$ cat src/rtl/ram_1p_pkg.sv
// Shared types and default sizing for the single-port RAM request controller.
package ram_1p_pkg;

  typedef enum logic {
    ST_INIT = 1'b0,
    ST_RUN  = 1'b1
  } state_e;

  localparam int DEF_DATA_WIDTH = 32;
  localparam int DEF_ADDR_WIDTH = 13;
  localparam int DEF_RSP_DEPTH  = 2;

endpackage

$ cat src/rtl/ram_1p_rsp_fifo.sv
// Response FIFO for read data returning from the RAM macro; a circular buffer with an
// occupancy counter that also serves as the controller's credit source.
module ram_1p_rsp_fifo #(
  parameter int P_WIDTH = 32,
  parameter int P_DEPTH = 2
) (
  input  logic                           clk_i,
  input  logic                           rst_ni,
  input  logic                           push_i,
  input  logic [P_WIDTH-1:0]             push_data_i,
  input  logic                           pop_i,
  output logic                           valid_o,
  output logic [P_WIDTH-1:0]             data_o,
  output logic [$clog2(P_DEPTH+1)-1:0]   count_o
);

  localparam int CW = $clog2(P_DEPTH + 1);
  localparam int PW = (P_DEPTH > 1) ? $clog2(P_DEPTH) : 1;

  logic [P_WIDTH-1:0] mem_q [P_DEPTH];
  logic [PW-1:0]      wr_ptr_q, wr_ptr_d;
  logic [PW-1:0]      rd_ptr_q, rd_ptr_d;
  logic [CW-1:0]      count_q, count_d;
  logic               do_push, do_pop;

  // Depth need not be a power of two, so pointers wrap explicitly.
  function automatic logic [PW-1:0] nextPtr(input logic [PW-1:0] p);
    return (p == PW'(P_DEPTH - 1)) ? '0 : p + PW'(1);
  endfunction

  assign do_pop  = pop_i && (count_q != '0);
  assign do_push = push_i && ((count_q < CW'(P_DEPTH)) || do_pop);

  always_comb begin
    wr_ptr_d = do_push ? nextPtr(wr_ptr_q) : wr_ptr_q;
    rd_ptr_d = do_pop  ? nextPtr(rd_ptr_q) : rd_ptr_q;
    count_d  = count_q;
    if (do_push && !do_pop) begin
      count_d = count_q + CW'(1);
    end else if (!do_push && do_pop) begin
      count_d = count_q - CW'(1);
    end
  end

  always_ff @(posedge clk_i or negedge rst_ni) begin
    if (!rst_ni) begin
      wr_ptr_q <= '0;
      rd_ptr_q <= '0;
      count_q  <= '0;
    end else begin
      wr_ptr_q <= wr_ptr_d;
      rd_ptr_q <= rd_ptr_d;
      count_q  <= count_d;
    end
  end

  always_ff @(posedge clk_i) begin
    if (do_push) begin
      mem_q[wr_ptr_q] <= push_data_i;
    end
  end

  assign valid_o = (count_q != '0);
  assign data_o  = mem_q[rd_ptr_q];
  assign count_o = count_q;

endmodule

$ cat src/rtl/ram_1p_req_ctrl.sv
// Request controller in front of a single-port RAM macro: zero-fills the array after reset,
// then forwards requests and returns read data in order through a credit-limited FIFO.
module ram_1p_req_ctrl
  import ram_1p_pkg::*;
#(
  parameter int P_DATA_WIDTH = DEF_DATA_WIDTH,
  parameter int P_ADDR_WIDTH = DEF_ADDR_WIDTH,
  parameter int P_RSP_DEPTH  = DEF_RSP_DEPTH,
  parameter int P_INIT_EN    = 1
) (
  input  logic                    A_CLK,
  input  logic                    A_RST_N,
  input  logic                    REQ_VALID,
  output logic                    REQ_READY,
  input  logic                    REQ_WE,
  input  logic [P_ADDR_WIDTH-1:0] REQ_ADDR,
  input  logic [P_DATA_WIDTH-1:0] REQ_WDATA,
  output logic                    RSP_VALID,
  input  logic                    RSP_READY,
  output logic [P_DATA_WIDTH-1:0] RSP_RDATA,
  output logic                    INIT_DONE,
  output logic                    M_MEN,
  output logic                    M_WEN,
  output logic                    M_REN,
  output logic [P_ADDR_WIDTH-1:0] M_ADDR,
  output logic [P_DATA_WIDTH-1:0] M_DIN,
  output logic                    M_DLY,
  input  logic [P_DATA_WIDTH-1:0] M_DOUT
);

  localparam int CW = $clog2(P_RSP_DEPTH + 1);
  localparam state_e RESET_STATE = (P_INIT_EN != 0) ? ST_INIT : ST_RUN;

  state_e                  state_q;
  logic [P_ADDR_WIDTH-1:0] init_cnt_q;
  logic                    inflight_q;
  logic                    init_done_q;
  logic [CW-1:0]           rsp_count;
  logic [CW:0]             credit_used;
  logic                    rsp_pop;
  logic                    read_ok;
  logic                    accept;

  assign rsp_pop = RSP_VALID && RSP_READY;

  // Credits count what will still occupy the FIFO after this cycle's pop, which lets a
  // depth-2 FIFO sustain one read per cycle while the consumer keeps up.
  assign credit_used = {1'b0, rsp_count} + {{CW{1'b0}}, inflight_q} - {{CW{1'b0}}, rsp_pop};
  assign read_ok     = credit_used < (CW + 1)'(P_RSP_DEPTH);

  assign REQ_READY = A_RST_N && (state_q == ST_RUN) && (REQ_WE || read_ok);
  assign accept    = REQ_VALID && REQ_READY;
  assign INIT_DONE = A_RST_N && init_done_q;
  assign M_DLY     = 1'b1;

  always_comb begin
    M_MEN  = 1'b0;
    M_WEN  = 1'b0;
    M_REN  = 1'b0;
    M_ADDR = '0;
    M_DIN  = '0;
    if (A_RST_N && (state_q == ST_INIT)) begin
      M_MEN  = 1'b1;
      M_WEN  = 1'b1;
      M_ADDR = init_cnt_q;
    end else if (accept) begin
      M_MEN  = 1'b1;
      M_WEN  = REQ_WE;
      M_REN  = !REQ_WE;
      M_ADDR = REQ_ADDR;
      M_DIN  = REQ_WDATA;
    end
  end

  always_ff @(posedge A_CLK or negedge A_RST_N) begin
    if (!A_RST_N) begin
      state_q     <= RESET_STATE;
      init_cnt_q  <= '0;
      inflight_q  <= 1'b0;
      init_done_q <= (RESET_STATE == ST_RUN);
    end else begin
      case (state_q)
        ST_INIT: begin
          inflight_q <= 1'b0;
          // The counter parks on the last address rather than wrapping.
          if (init_cnt_q == '1) begin
            state_q     <= ST_RUN;
            init_done_q <= 1'b1;
          end else begin
            init_cnt_q <= init_cnt_q + P_ADDR_WIDTH'(1);
          end
        end
        default: begin
          inflight_q <= accept && !REQ_WE;
        end
      endcase
    end
  end

  ram_1p_rsp_fifo #(
    .P_WIDTH (P_DATA_WIDTH),
    .P_DEPTH (P_RSP_DEPTH)
  ) u_rsp_fifo (
    .clk_i       (A_CLK),
    .rst_ni      (A_RST_N),
    .push_i      (inflight_q),
    .push_data_i (M_DOUT),
    .pop_i       (rsp_pop),
    .valid_o     (RSP_VALID),
    .data_o      (RSP_RDATA),
    .count_o     (rsp_count)
  );

endmodule

$ cat config.mk
export PLATFORM = sky130hd
export DESIGN_NAME = ram_1p_req_ctrl
export DESIGN_NICKNAME = d
export VERILOG_FILES = /design/src/rtl/ram_1p_pkg.sv /design/src/rtl/ram_1p_rsp_fifo.sv /design/src/rtl/ram_1p_req_ctrl.sv
export SDC_FILE = /design/constraint.sdc
export NUM_CORES = 1
export LEC_CHECK = 0
export BUFFER_PORTS_ARGS = -buffer_cell sky130_fd_sc_hd__clkbuf_2
export CAP_MARGIN = 30
export CORE_UTILIZATION = 41
export DETAILED_ROUTE_END_ITERATION = 16
export PLACE_DENSITY = 0.71
export SLEW_MARGIN = 10
export SYNTH_ARGS = -nofsm -noshare
export SYNTH_HDL_FRONTEND = slang
export SYNTH_SLANG_ARGS = --single-unit
$ cat constraint.sdc
create_clock -name A_CLK -period 5.3 [get_ports A_CLK]
set_clock_uncertainty 0.05 [all_clocks]
set_input_delay 1.325 -clock A_CLK [delete_from_list [all_inputs] [get_ports A_CLK]]
set_output_delay 1.325 -clock A_CLK [all_outputs]
set_load 0.01 [all_outputs]
Word-level counts from Yosys, hierarchy flattened
Memory sizes are Yosys's and may differ from the RTL's.
Cells that the tools add are included.

storage, ports and cells
  flip-flop bits (word level) = 20
  memory bits (writable) = 64
  output and inout port bits = 84
  memories kept = 1

memory list
  name              depth  width  read ports  clocked after memory_dff  wr ports  RTL line               text
  u_rsp_fifo.mem_q  2      32     1           0                         1         ram_1p_rsp_fifo.sv:20  logic [P_WIDTH-1:0] mem_q [P_DEPTH];

operators by class
  $add $sub $neg = 7
  order comparisons = 2
  equal/unequal tests = 1
  mux-type cells = 19
  bitwise gates (word level) = 2
  reductions and logical operators = 20

operators with widths
  operator                 number
  $mux W32                 2
  $mux W13                 2
  $add A13 B1 Y13 const B  1
  $eq A13 B13 Y1 const B   1
  $mux W1                  13
  $logic_and A1 B1 Y1      11
  $mux W2                  2
  $reduce_and A2 Y1        2
  $reduce_bool A2 Y1       2
  $add A2 B1 Y3            1
  $logic_not A1 Y1         3
  $lt A3 B2 Y1 const B     1
  $sub A3 B1 Y3            1
  $add A1 B1 Y1 const B    2
  $add A2 B1 Y2 const B    1
  $logic_or A1 B1 Y1       2
  $lt A2 B2 Y1 const B     1
  $not A1 Y1               2
  $sub A2 B1 Y2 const B    1

Logic depth before layout (Yosys ltp)
Gate-level depths: netlist of the first run.

  depth after elaboration = 9
  mapped depth = 13

By module
From an unflattened synthesis of the first run, not the netlist that was laid out.

second synthesis, totals
  cell total of the unflattened synthesis = 260
  area, all modules = 3,932.5 um^2

by module, submodules not included
  module           instances  cells an instance  area an instance (um^2)
  ram_1p_rsp_fifo  1          119                2,660.1
  ram_1p_req_ctrl  1          141                1,272.5

Worst setup path after synthesis of the first run
OpenSTA, ideal clock, no wires.

  kind = input to output
  start point = in RSP_READY
  end point = out M_REN
  data arrival time = 3,119 ps
  data required time = 3,925 ps
  path slack = 806 ps
  stages = 10
  buffers on the path = 2
  path through = nand2_1 -> inv_1 -> ha_1 -> nor2b_1 -> fa_1 -> o21bai_1 -> and4_1 -> buf_4 -> buf_4 -> nor2b_1

between the ends
  word-level cells in the longest chain between the ends = 8

RTL lines
  item                 RTL line               text
  start, declared      ram_1p_req_ctrl.sv:19  input logic RSP_READY,
  $logic_and A1 B1 Y1  ram_1p_req_ctrl.sv:44  assign rsp_pop = RSP_VALID && RSP_READY;
  $sub A3 B1 Y3        ram_1p_req_ctrl.sv:48  assign credit_used = {1'b0, rsp_count} + {{CW{1'b0}}, inflight_q} - {{CW{1'b0}}, rsp_pop};
  $lt A3 B2 Y1         ram_1p_req_ctrl.sv:49  assign read_ok = credit_used < (CW + 1)'(P_RSP_DEPTH);
  $logic_or A1 B1 Y1   ram_1p_req_ctrl.sv:51  assign REQ_READY = A_RST_N && (state_q == ST_RUN) && (REQ_WE || read_ok);
  $logic_and A1 B1 Y1  ram_1p_req_ctrl.sv:51
  $logic_and A1 B1 Y1  ram_1p_req_ctrl.sv:52  assign accept = REQ_VALID && REQ_READY;
  $mux W1              ram_1p_req_ctrl.sv:66  end else if (accept) begin
  $mux W1              ram_1p_req_ctrl.sv:62  if (A_RST_N && (state_q == ST_INIT)) begin
  end, declared        ram_1p_req_ctrl.sv:24  output logic M_REN,

No other way between the ends.

Worst setup path after layout of the first run
  start point = in RSP_READY
  end point = out M_ADDR[0]

between the ends
  word-level cells in the longest chain between the ends = 8

RTL lines
  item                 RTL line               text
  $logic_and A1 B1 Y1  ram_1p_req_ctrl.sv:44
  $sub A3 B1 Y3        ram_1p_req_ctrl.sv:48
  $lt A3 B2 Y1         ram_1p_req_ctrl.sv:49
  $logic_or A1 B1 Y1   ram_1p_req_ctrl.sv:51
  $logic_and A1 B1 Y1  ram_1p_req_ctrl.sv:51
  $logic_and A1 B1 Y1  ram_1p_req_ctrl.sv:52
  $mux W13             ram_1p_req_ctrl.sv:66
  $mux W13             ram_1p_req_ctrl.sv:62
  end, declared        ram_1p_req_ctrl.sv:25  output logic [P_ADDR_WIDTH-1:0] M_ADDR,

No other way between the ends.

==> impl_metrics.tcl, run 1 <==
set metrics [dict create \
    status "completed" \
    setup_viol_count_final 0 \
    synth_top_cell_by_area "edfxtp_1" \
    fin_tns_setup_ns 0 \
    r2r_start "u_rsp_fifo.count_o[1]" \
    cp-start-kind "primary input" \
    syn2layout_area_growth_pct 30.5 \
    wl_um 7790 \
    fin_crit_ns 4.87 \
    drv_slew 0 \
    cts-root-buf "clkbuf_8" \
    finalInstanceArea_um2 4880 \
    seq_area_frac_synth 0.647 \
    crit_required_ns 3.92 \
    grt_max_degree 45 \
    place_area_um2 4660 \
    grt_pass1_vias 2544 \
    num_io_pins 166 \
    rsz0062_at_grt "false" \
    fp.dieArea_um2 9510 \
    hold_depth 1 \
    grt_pass1_wl_um 12300 \
    ys_warn_count 0 \
    synth_top_area_frac 0.514 \
    hold_viol 0 \
    clk_latency_ns 0.34 \
    drc 0 \
    holdPathEnd "init_done_q" \
    cts_tree "yes" \
    layout.nets 516 \
    cts_max_path_buffers 2 \
    crit_arrival_ns 3.49 \
    synth-main-ff-cell "edfxtp_1" \
    postSynthAreaPerCell_um2 14.2 \
    drtPass1Iterations 4 \
    async_flop_share 0.238 \
    die_width_um 97.5 \
    fin_crit_sh 0.919 \
    grt_use_total 0.164 \
    wire_per_inst_um 14.4 \
    cts_hold_buf 0 \
    crit_type "primary input to primary output" \
    cts_setup_buffers 0 \
    syn_area_um2 3740 \
    ys_types 36 \
    most-common-layout-cells "clkbuf_2, edfxtp_1, and2_1" \
    r2r_cells 11 \
    cts_buffers 9 \
    start_util 0.427 \
    clk_pin_slew_ns 0.07 \
    die_h_um 97.5 \
    ir_drop_mv 0.189 \
    antenna_found_initial 0 \
    max_slew.worst_pin.slew_ns 0.559 \
    cts_max_level 3 \
    synth_nets 349 \
    hp-class "flip-flop to flip-flop" \
    final_common_cell "clkbuf_2" \
    clock-sinks 84 \
    rrSetupSlack_ns 2.65 \
    antennaDiodeCount 0 \
    synth_area_leaders "edfxtp_1, dfrtp_1, mux2_2" \
    vias 2630 \
    layout-drive-gt1-share 0.515 \
    dr.first_iter.drc_count 43 \
    min_from "init_done_q" \
    n_fill_cell 745 \
    grt_overflow 0 \
    p_leak_uw 0.00220 \
    place.gp.congestion 0.849 \
    dpl.hpwl_um 5650 \
    syn-instance-count 263 \
    postRouteAntennaNets 0 \
    p_per_area_nw_per_um2 319 \
    maxCapViolCount 0 \
    fmax_ghz 0.205 \
    core_um2 8760 \
    worstPathMaxFanout 44 \
    rows 34 \
    cts_resized 0 \
    fin_cells 541 \
    cp-end-kind "primary output" \
    viasPerCell 4.86 \
    timing.rr.end "inflight_q" \
    synth_edf_count 64 \
    portBuffers 164 \
    dp_cells 526 \
    slew_headroom 0.623 \
    synth-seq-cells 84 \
]
[worst max path at each step]
stage          slack [ns]         to  cells past startpoint       from
3_5_place_dp         0.42  M_ADDR[0]                     11  RSP_READY
5_1_grt              0.22  M_ADDR[0]                     11  RSP_READY
4_1_cts              0.41  M_ADDR[0]                     11  RSP_READY
6_report             0.43  M_ADDR[0]                     11  RSP_READY
3_3_place_gp         0.49  M_ADDR[0]                     11  RSP_READY
2_1_floorplan        0.81      M_REN                     10  RSP_READY
[layout make-up]
type	instances	area, um^2	share of cell area
repair buffers	170	878	0.180
flip-flops and latches	84	2420	0.496
clock inverters	5	78.8	0.0161
well taps	108	135	0.0277
clock buffers	9	124	0.0254
inverters	9	33.8	0.00692
multi-input cells	156	1210	0.248
[layer usage]
layer  track usage  wire length [um]  vias up
li1              -                 -     1279
met1         0.210              3360     1266
met2         0.279              3950       78
met3        0.0338               407        7
met4        0.0509                72        0
met5             0                 0        -
[cell usage after synthesis (7+ instances only)]
cell and n:
mux2_2 32, dfrtp_1 20, and2_1 37, a22o_1 10, xnor2_1 8, edfxtp_1 64
nand3_1 7, nand2_1 10, inv_1 9, a21oi_1 8
[sequential cells by signal (all words and copies together) (netlist names)]
register / flops
u_rsp_fifo.mem_q: 64
init_cnt_q: 13
u_rsp_fifo.count_o: 2
inflight_q: 1
init_done_q: 1
state_q: 1
u_rsp_fifo.rd_ptr_q: 1
u_rsp_fifo.wr_ptr_q: 1
[metrics by stage]
stage          setup slack [ns]   util  power, uW  hold WS, ns
6_report                  0.431  0.557       1560        0.425
5_1_grt                   0.224  0.557       1640        0.441
4_1_cts                   0.413  0.555       1580        0.422
3_5_place_dp              0.420  0.532       1110        0.403
3_3_place_gp              0.492  0.532       1110        0.406
2_1_floorplan             0.806      -        983        0.384
[kinds of logic after synthesis]
family,after synthesis,share of synthesized area
AO/OA/AOI/OAI,31,0.0605
XOR/XNOR,11,0.0257
adder cells (fa/ha/maj),4,0.0154
buffers and inverters,23,0.0308
flip-flops,84,0.647
multiplexers,33,0.100
other,1,0.00100
AND/OR/NAND/NOR,76,0.119
[where the power goes]
group          switching (uW)  internal (uW)  total [uW]
Clock                     209            259         468
Combinational             177            185         362
Sequential               8.90            721         730
[worst max-delay path, cell delays in order]
cell	delay [ns]
clkbuf_2	0.09
nand2_1	0.11
inv_1	0.06
ha_1	0.26
nor2b_1	0.13
fa_1	0.42
o21bai_1	0.20
and4_1	0.21
buf_4	0.32
a22o_1	0.22
clkbuf_2	0.14
No activity file was read; power rests on OpenSTA's default activity.
==> run 2, diff against run 1 <==
Settings changed: CELL_PAD_IN_SITES_DETAIL_PLACEMENT from default to 1, CELL_PAD_IN_SITES_GLOBAL_PLACEMENT from default to 1, CORE_UTILIZATION 41 to 39, PLACE_DENSITY 0.71 to default, PLACE_DENSITY_LB_ADDON from default to 0.1.
==> run 2 against run 1 <==
Utilization down 2.7 points; cell area grew 0.90%; first-iteration DRC count rose by 56%; flip-flop and latch count unchanged; worst setup slack lost 0.0014 ns; die area is 5.0% higher; clock power rose by 6.4%; clock-buffer cell count unchanged; non-clock buffer count unchanged; highest routed layer unchanged; routed wire length increased by 8.0%; critical path depth did not move; power grew 2.0%; critical endpoint is now M_ADDR[1].
==> impl_metrics.tcl, run 2 (synthesis results as in run 1) <==
set metrics [dict create \
    cts_buffers 9 \
    p_seq_frac 0.458 \
    hold_viol 0 \
    p_total_uw 1590 \
    worstPathMaxFanout 44 \
    p_per_area_nw_per_um2 323 \
    timing.rr.end "inflight_q" \
    fin_crit_sh 0.919 \
    fin_util 0.531 \
    cp-start-kind "primary input" \
    p_int_uw 1170 \
    holdPathEnd "init_done_q" \
    max_slew.worst_pin.slew_ns 0.620 \
    portBuffers 164 \
    antennaDiodeCount 0 \
    postRouteAntennaNets 0 \
    grt_max_degree 45 \
    cts_tree "yes" \
    setup_viol_count_final 0 \
    wl_um 8410 \
    grt_use_total 0.168 \
    status "completed" \
    cts_resized 0 \
    dpl.hpwl_um 6270 \
    grt_pass1_vias 2647 \
    cts-root-buf "clkbuf_8" \
    final_common_cell "clkbuf_2" \
    clk_pin_slew_ns 0.08 \
    drc 0 \
    p_clk_frac 0.313 \
    ir_drop_mv 0.190 \
    place.gp.congestion 0.727 \
    cts_hold_buf 0 \
    r2r_start "u_rsp_fifo.count_o[1]" \
    multi_input_area_um2 1210 \
    crit_chain "clkbuf_2 > nand2_1 > inv_1 > ha_1 > nor2b_1 > fa_1 > o21bai_1 > and4_1 > buf_4 > a22o_1 > clkbuf_2" \
    num_io_pins 166 \
    largest_reg_flops 64 \
    most-common-layout-cells "clkbuf_2, edfxtp_1, and2_1" \
    grt_overflow 0 \
    rows 35 \
    layout.nets 516 \
    cts_setup_buffers 0 \
    min_from "init_done_q" \
    syn2layout_area_growth_pct 31.7 \
    swShare 0.263 \
    critPathSlowestCell "fa_1" \
    fp.dieArea_um2 9990 \
    largest_register "u_rsp_fifo.mem_q" \
    core_um2 9280 \
    grt_pass1_wl_um 12800 \
    maxCapViolCount 0 \
    cts_max_path_buffers 2 \
    clk_latency_ns 0.35 \
    crit_required_ns 3.92 \
    n_fill_cell 1028 \
    final-seq-area_um2 2420 \
    max_stage_delay_ns 0.42 \
    die_h_um 100 \
    layout-drive-gt1-share 0.515 \
    fmax_ghz 0.205 \
    drv_slew 0 \
    fin_tns_setup_ns 0 \
    vias 2622 \
    drtPass1Iterations 6 \
    crit_type "primary input to primary output" \
    crit_arrival_ns 3.50 \
    dr.first_iter.drc_count 67 \
    cts_max_level 3 \
    hold_depth 1 \
    clock-sinks 84 \
    p_leak_uw 0.00220 \
    pwr-share-comb 0.229 \
    hp-class "flip-flop to flip-flop" \
    rrSetupSlack_ns 2.61 \
    wire_per_inst_um 14.9 \
    fin_crit_ns 4.87 \
    p_sw_uw 419 \
    crit_top_cell "clkbuf_2" \
    antenna_found_initial 0 \
    r2r_cells 11 \
    rsz0062_at_grt "false" \
    start_util 0.403 \
    slew_headroom 0.582 \
    viasPerCell 4.65 \
    die_width_um 100 \
    cp-end-kind "primary output" \
]
run 2: cell count changes in the layout (fill, tap and decap cells not counted):
cell	change
clkinv_1	+1
clkinv_4	-1
clkinvlp_4	+2
inv_6	+2
clkinv_2	-2
run 2: worst max path at each step:
stage,startpoint,depth (start not counted),end
after global placement,RSP_READY,11,M_DIN[23]
after CTS,RSP_READY,11,M_DIN[24]
final,RSP_READY,11,M_ADDR[1]
after global routing,RSP_READY,11,M_DIN[24]
after detailed placement,RSP_READY,11,M_DIN[24]
after floorplan,RSP_READY,10,M_REN
run 2: critical path, delay by kind of cell:
kind,cells,cell delay (ns)
AND/OR/NAND/NOR,3,0.46
buffers and inverters,4,0.60
AO/OA/AOI/OAI,2,0.41
adder cells (fa/ha/maj),2,0.68
run 2: metal layers:
layer / part of all wire / track usage
met1: 0.43 / 0.203
met2: 0.52 / 0.294
met3: 0.041 / 0.0376
met4: 0.014 / 0.0588
met5: 0 / 0
run 2: power by group through the flow:
| stage | logic, uW | clock network [uW] | registers (uW) |
|---|---|---|---|
| 2_1_floorplan | 241 | 0 | 742 |
| 3_3_place_gp | 367 | 0 | 743 |
| 3_5_place_dp | 373 | 0 | 744 |
| 4_1_cts | 375 | 516 | 729 |
| 5_1_grt | 402 | 536 | 730 |
| 6_report | 364 | 498 | 729 |
run 2: cell type report:
cell class,count,area share
sequential,84,0.491
multi-input combinational,156,0.246
timing repair buffer,170,0.178
tap,129,0.0327
clock buffer,9,0.0251
clock inverter,7,0.0195
inverter,9,0.00685
run 2: through the flow:
step	cell area, um^2	setup slack, ns	std cells	hold slack [ns]
CTS	4910	0.413	563	0.426
floorplan	3740	0.806	263	0.384
global route	4930	0.221	564	0.457
global placement	4690	0.514	547	0.395
detailed placement	4690	0.415	547	0.406
finish	4930	0.430	564	0.423
